**config.mk**
```make
export PLATFORM = sky130hd
export DESIGN_NAME = mtimer
export DESIGN_NICKNAME = d
export VERILOG_FILES = /design/src/rtl/mtimer_pkg.sv /design/src/rtl/mtimer_tick_gen.sv /design/src/rtl/mtimer.sv
export SDC_FILE = /design/constraint.sdc
export NUM_CORES = 1
export LEC_CHECK = 0
export ABC_AREA = 0
export CAP_MARGIN = 5
export CORE_UTILIZATION = 53
export DETAILED_ROUTE_END_ITERATION = 6
export GPL_TIMING_DRIVEN = 1
export PLACE_DENSITY_LB_ADDON = 0.15
export SLEW_MARGIN = 20
export SYNTH_ARGS = -nofsm -noshare
export SYNTH_HDL_FRONTEND = slang
export SYNTH_SLANG_ARGS = --single-unit
```
**constraint.sdc**
```tcl
create_clock -name clk -period 2.75 [get_ports clk]
set_input_delay 0.4125 -clock clk [delete_from_list [all_inputs] [get_ports clk]]
set_output_delay 0.4125 -clock clk [all_outputs]
set_load 0.05 [all_outputs]
```
**src/rtl/mtimer_pkg.sv**
```systemverilog
// Shared register offsets and reset constants for the machine-mode timer.
package mtimer_pkg;

  typedef enum logic [2:0] {
    MTIME_LO    = 3'd0,
    MTIME_HI    = 3'd1,
    MTIMECMP_LO = 3'd2,
    MTIMECMP_HI = 3'd3,
    MTIMER_CTRL = 3'd4
  } reg_off_e;

  localparam logic [63:0] MTIMECMP_RST = 64'hFFFF_FFFF_FFFF_FFFF;
  localparam int unsigned CTRL_EN_BIT  = 0;

endpackage

```
**src/rtl/mtimer_tick_gen.sv**
```systemverilog
// Prescaler: emits a one-cycle tick every PRESCALE enabled cycles.
module tick_gen #(
  parameter int unsigned PRESCALE = 1
) (
  input  logic clk,
  input  logic rst,
  input  logic en,
  output logic tick
);

  localparam logic [15:0] LAST = 16'(PRESCALE - 1);

  logic [15:0] pcnt_q;

  assign tick = en && (pcnt_q == LAST);

  // Count is held, not cleared, while disabled so counting resumes mid-period.
  always_ff @(posedge clk) begin
    if (rst) begin
      pcnt_q <= '0;
    end else if (tick) begin
      pcnt_q <= '0;
    end else if (en) begin
      pcnt_q <= pcnt_q + 16'd1;
    end
  end

endmodule

```
**src/rtl/mtimer.sv**
```systemverilog
// Machine timer: 64-bit mtime/mtimecmp with word-mapped access and a level interrupt.
module mtimer
  import mtimer_pkg::*;
#(
  parameter int unsigned PRESCALE = 1
) (
  input  logic        clk,
  input  logic        rst,
  input  logic        sel,
  input  logic        wr_en,
  input  logic        rd_en,
  input  logic [4:0]  addr,
  input  logic [31:0] wdata,
  output logic [31:0] rdata,
  output logic        tm_interupt
);

  logic [63:0] mtime_q, mtime_d, mtime_inc;
  logic [63:0] mtimecmp_q, mtimecmp_d;
  logic        en_q, en_d;
  logic        irq_q;
  logic        tick;
  logic        wr, rd;
  reg_off_e    off;
  logic        unused_addr;

  assign unused_addr = ^addr[1:0];
  assign off         = reg_off_e'(addr[4:2]);
  assign wr          = sel & wr_en;
  assign rd          = sel & rd_en;

  tick_gen #(.PRESCALE(PRESCALE)) u_tick_gen (
    .clk  (clk),
    .rst  (rst),
    .en   (en_q),
    .tick (tick)
  );

  // A high-word write keeps the ticked low word but drops its carry;
  // a low-word write replaces the low word and leaves the high word alone.
  always_comb begin
    mtime_inc  = mtime_q + 64'(tick);
    mtime_d    = mtime_inc;
    mtimecmp_d = mtimecmp_q;
    en_d       = en_q;
    if (wr) begin
      case (off)
        MTIME_LO:    mtime_d = {mtime_q[63:32], wdata};
        MTIME_HI:    mtime_d = {wdata, mtime_inc[31:0]};
        MTIMECMP_LO: mtimecmp_d[31:0] = wdata;
        MTIMECMP_HI: mtimecmp_d[63:32] = wdata;
        MTIMER_CTRL: en_d = wdata[CTRL_EN_BIT];
        default:     ;
      endcase
    end
  end

  always_ff @(posedge clk) begin
    if (rst) begin
      mtime_q    <= '0;
      mtimecmp_q <= MTIMECMP_RST;
      en_q       <= 1'b0;
      irq_q      <= 1'b0;
    end else begin
      mtime_q    <= mtime_d;
      mtimecmp_q <= mtimecmp_d;
      en_q       <= en_d;
      irq_q      <= (mtime_q >= mtimecmp_q);
    end
  end

  always_comb begin
    rdata = '0;
    if (rd && !rst) begin
      case (off)
        MTIME_LO:    rdata = mtime_q[31:0];
        MTIME_HI:    rdata = mtime_q[63:32];
        MTIMECMP_LO: rdata = mtimecmp_q[31:0];
        MTIMECMP_HI: rdata = mtimecmp_q[63:32];
        MTIMER_CTRL: rdata = {31'd0, en_q};
        default:     rdata = '0;
      endcase
    end
  end

  assign tm_interupt = irq_q;

endmodule

```
==> flow_metrics.py <==
metrics = {
    "job": {
        "max-cap-violations": 0,
    },
    "clock_tree": {
        "cts.path.max_buffers": 2,
        "hold_buffers": 0,
        "clk_pin_slew_ps": 70,
        "clock_sinks": 146,
        "htreeDepth": 4,
        "numCtsBuffers": 17,
        "tritoncts": "done",
        "cts-root-buf": "clkbuf_16",
        "clk_latency_ps": 430,
    },
    "timing": {
        "finalCritPeriodShare_pct": 96.95,
        "max_freq_mhz": 375.1,
        "maxSlewHeadroom_pct": 51.67,
        "hold_viol_final": 0,
        "fin_skew_ps": 8.849,
        "fin_tns_setup_ps": 0,
        "finalCriticalPeriod_ps": 2666,
        "worstMarginPinSlew_ps": 715.6,
        "finalSetupViolations": 0,
        "slew_violations": 0,
    },
    "setup_path": {
        "end_kind": "primary output",
        "cp-start-kind": "input pin",
        "cp_max_fo": 15,
        "worstPathArrival_ps": 2250,
        "cp.required_ps": 2340,
        "worstSetupPathType": "in2out",
    },
    "route": {
        "wl_per_cell_um": 18.17,
        "drc": 0,
        "vias_per_cell": 6.201,
        "firstDrtPassIters": 6,
        "ant_nets": 0,
        "routed_wl_mm": 26.35,
        "drtIter0Drc": 730,
        "vias": 8992,
    },
    "power_and_ir_drop": {
        "switching_share_pct": 26.74,
        "internal-power_mw": 3.623,
        "seq_power_share_pct": 44.5,
        "power_density_nw_per_um2": 433.7,
        "ir_drop_mv": 0.4777,
        "p_leak_nw": 4.714,
        "power.total_mw": 4.945,
        "comb_power_share_pct": 9.4,
        "p_clk_share_pct": 46.1,
        "switchingPower_mw": 1.322,
    },
    "global_routing": {
        "antenna_found_initial": 0,
        "grt_pass1_vias": 8593,
        "grt_first_pass_wirelength_mm": 43.35,
        "grt_usage_pct": 30.73,
        "overflow": 0,
        "grt_max_degree": 93,
    },
    "finish": {
        "fin_nets": 1327,
        "drive_above_1_share_pct": 14.55,
        "antennaDiodeCount": 0,
        "area_growth_pct": 26.76,
        "layout.cells.non_filler": 1450,
    },
    "die": {
        "die_area_um2": 17500,
        "die_x_um": 132.3,
        "die_h_um": 132.3,
        "io_pins": 75,
        "initial_core_util_pct": 54.25,
        "rows": 47,
        "core_area_um2": 16580,
    },
    "placed_design": {
        "dp_hpwl_mm": 18.47,
        "place_inst": 1415,
        "io_buffers": 72,
        "place_congestion": 0.9034,
    },
    "synthesis": {
        "async_reset_ff_share_pct": 0,
        "yosysWarnings": 0,
        "synth_ff_type": "dfxtp_1",
        "ys_seq_elements": 146,
        "syn_area_per_cell_um2": 7.975,
        "synth_cell_types": 62,
        "syn_nets": 1238,
        "ys_seq_area_share_pct": 32.49,
        "synth_edf_count": 0,
        "syn_area_um2": 8996,
        "syn_inst": 1128,
    },
    "worst_hold_path": {
        "hp-class": "reg2reg",
    },
    "outcome": {
        "status": "completed",
    },
}
## cell families (layout without fill, tap and decap cells)
group | Yosys count | count (layout) | synth area share (%)
and+or+nand+nor | 371 | 371 | 20.33
AOI/OAI and AO/OA | 324 | 324 | 24.55
buffers and inverters | 158 | 260 | 7.065
DFF | 146 | 146 | 32.49
adders and majority gates | 68 | 68 | 9.458
xor gates and xnor gates | 50 | 50 | 4.868
muxes | 11 | 11 | 1.238
## synth_stat cells (2+ instances only)
library cell  count  area (um^2)
buf_1             5        18.77
nand3_1          31        155.2
and4_1            9        78.83
a21o_1            3        22.52
o22ai_1           2        12.51
o221ai_1         24        210.2
o31ai_1           3        22.52
nor2b_1           2        12.51
inv_1            76        285.3
dfxtp_1         146         2923
and3_1           16        100.1
nor3b_1           3        22.52
xnor2_1          19        166.4
nand2_1         122        457.9
or3_1            11        68.82
buf_2             4        20.02
nor2_1           78        292.8
nand2b_1          2        12.51
a31oi_1           7        43.79
nand4_1          34        212.7
mux2i_1          10        100.1
nor3_1           30        150.1
a21oi_1          79        395.4
clkbuf_1         68        255.2
ha_1             68        850.8
nor4b_1           3        26.28
a211oi_1         36        270.3
a22oi_1          64        480.5
nor4_1           13        81.33
o211ai_1         64        480.5
xor2_1           31        271.5
a311oi_1          2        17.52
a221oi_1          2        17.52
a211o_1           3        26.28
o21ai_0          27        135.1
and2_1            5        31.28
## power by group through the flow
| stage | Combinational (mW) | Clock (mW) | Sequential, mW |
|---|---|---|---|
| after floorplan | 0.246 | 0 | 2.24 |
| after global placement | 0.452 | 0 | 2.25 |
| after detailed placement | 0.457 | 0 | 2.25 |
| after CTS | 0.460 | 2.30 | 2.20 |
| after global routing | 0.503 | 2.38 | 2.21 |
| final | 0.465 | 2.28 | 2.20 |
## worst max-delay path, cell delays in order
cell             delay, ps
clkdlybuf4s50_1        620
nor3b_2                340
buf_4                  290
a22oi_1                100
a21oi_1                310
buf_12                 180
## flip-flops by register name, indices dropped and copies added (netlist names)
register,count
en_q,1
mtimecmp_q,64
tm_interupt,1
mtime_q,64
u_tick_gen.pcnt_q,16
## layout by cell type, fill, tap and decap left out, drive strengths merged, types with 5 or more instances in the layout
cell           count
ha                68
and2               6
mux2i             10
a211oi            36
o211ai            64
a22oi             64
o21ai             27
clkinv             5
inv               83
nor3              30
a31oi              7
xor2              31
and4               9
a21oi             79
buf              113
clkbuf            17
o221ai            24
or3               13
nor2              78
dfxtp            146
nand2            123
nand3             32
nand4             35
nor4              14
clkdlybuf4s50     39
and3              17
xnor2             19
## metal layers
layer / up-vias / global-route usage, % / wire (um)
met1: 4309 / 39.72 / 11450
met4: 0 / 12.13 / 727
li1: 4330 / - / -
met5: - / 0 / 0
met3: 46 / 4.344 / 1463
met2: 307 / 51.68 / 12700
## stage by stage
stage	setup WS, ps	utilization (%)	hold slack (ps)	cell area (um^2)
floorplan	49.83	-	469.3	8996
global placement	-21.35	64.58	488.8	10710
detailed placement	-20.30	64.58	504.8	10710
CTS	11.56	68.10	518.4	11290
global route	-32.86	68.76	534.4	11400
finish	83.75	68.76	512.9	11400
## area by class of cell
| class | instances | area [um^2] |
|---|---|---|
| clock buffer | 17 | 425.4 |
| clock inverter | 15 | 146.4 |
| timing repair buffer | 152 | 1787 |
| inverter | 76 | 285.3 |
| sequential | 146 | 2923 |
| tap | 220 | 275.3 |
| multi-input combinational | 824 | 5562 |
| fill | 1373 | 5180 |
## final timing paths
| path | startpoint | endpoint | slack [ps] | cells past startpoint |
|---|---|---|---|---|
| max reg2reg | mtime_q[0] | tm_interupt | 130 | 8 |
| max | addr[3] | rdata[2] | 80 | 6 |
| min | u_tick_gen.pcnt_q[14] | u_tick_gen.pcnt_q[14] | 510 | 2 |
| min reg2reg | u_tick_gen.pcnt_q[14] | u_tick_gen.pcnt_q[14] | 510 | 2 |
## what timing repair did
| action | in CTS | in global routing |
|---|---|---|
| gates resized for setup | 3 | 20 |
| setup buffers | 0 | 3 |
| setup endpoints to repair | 5 | 40 |
| pin swaps | 0 | 4 |
| endpoints found under the hold margin | 0 | 0 |
(Power assumes the default switching activity.)
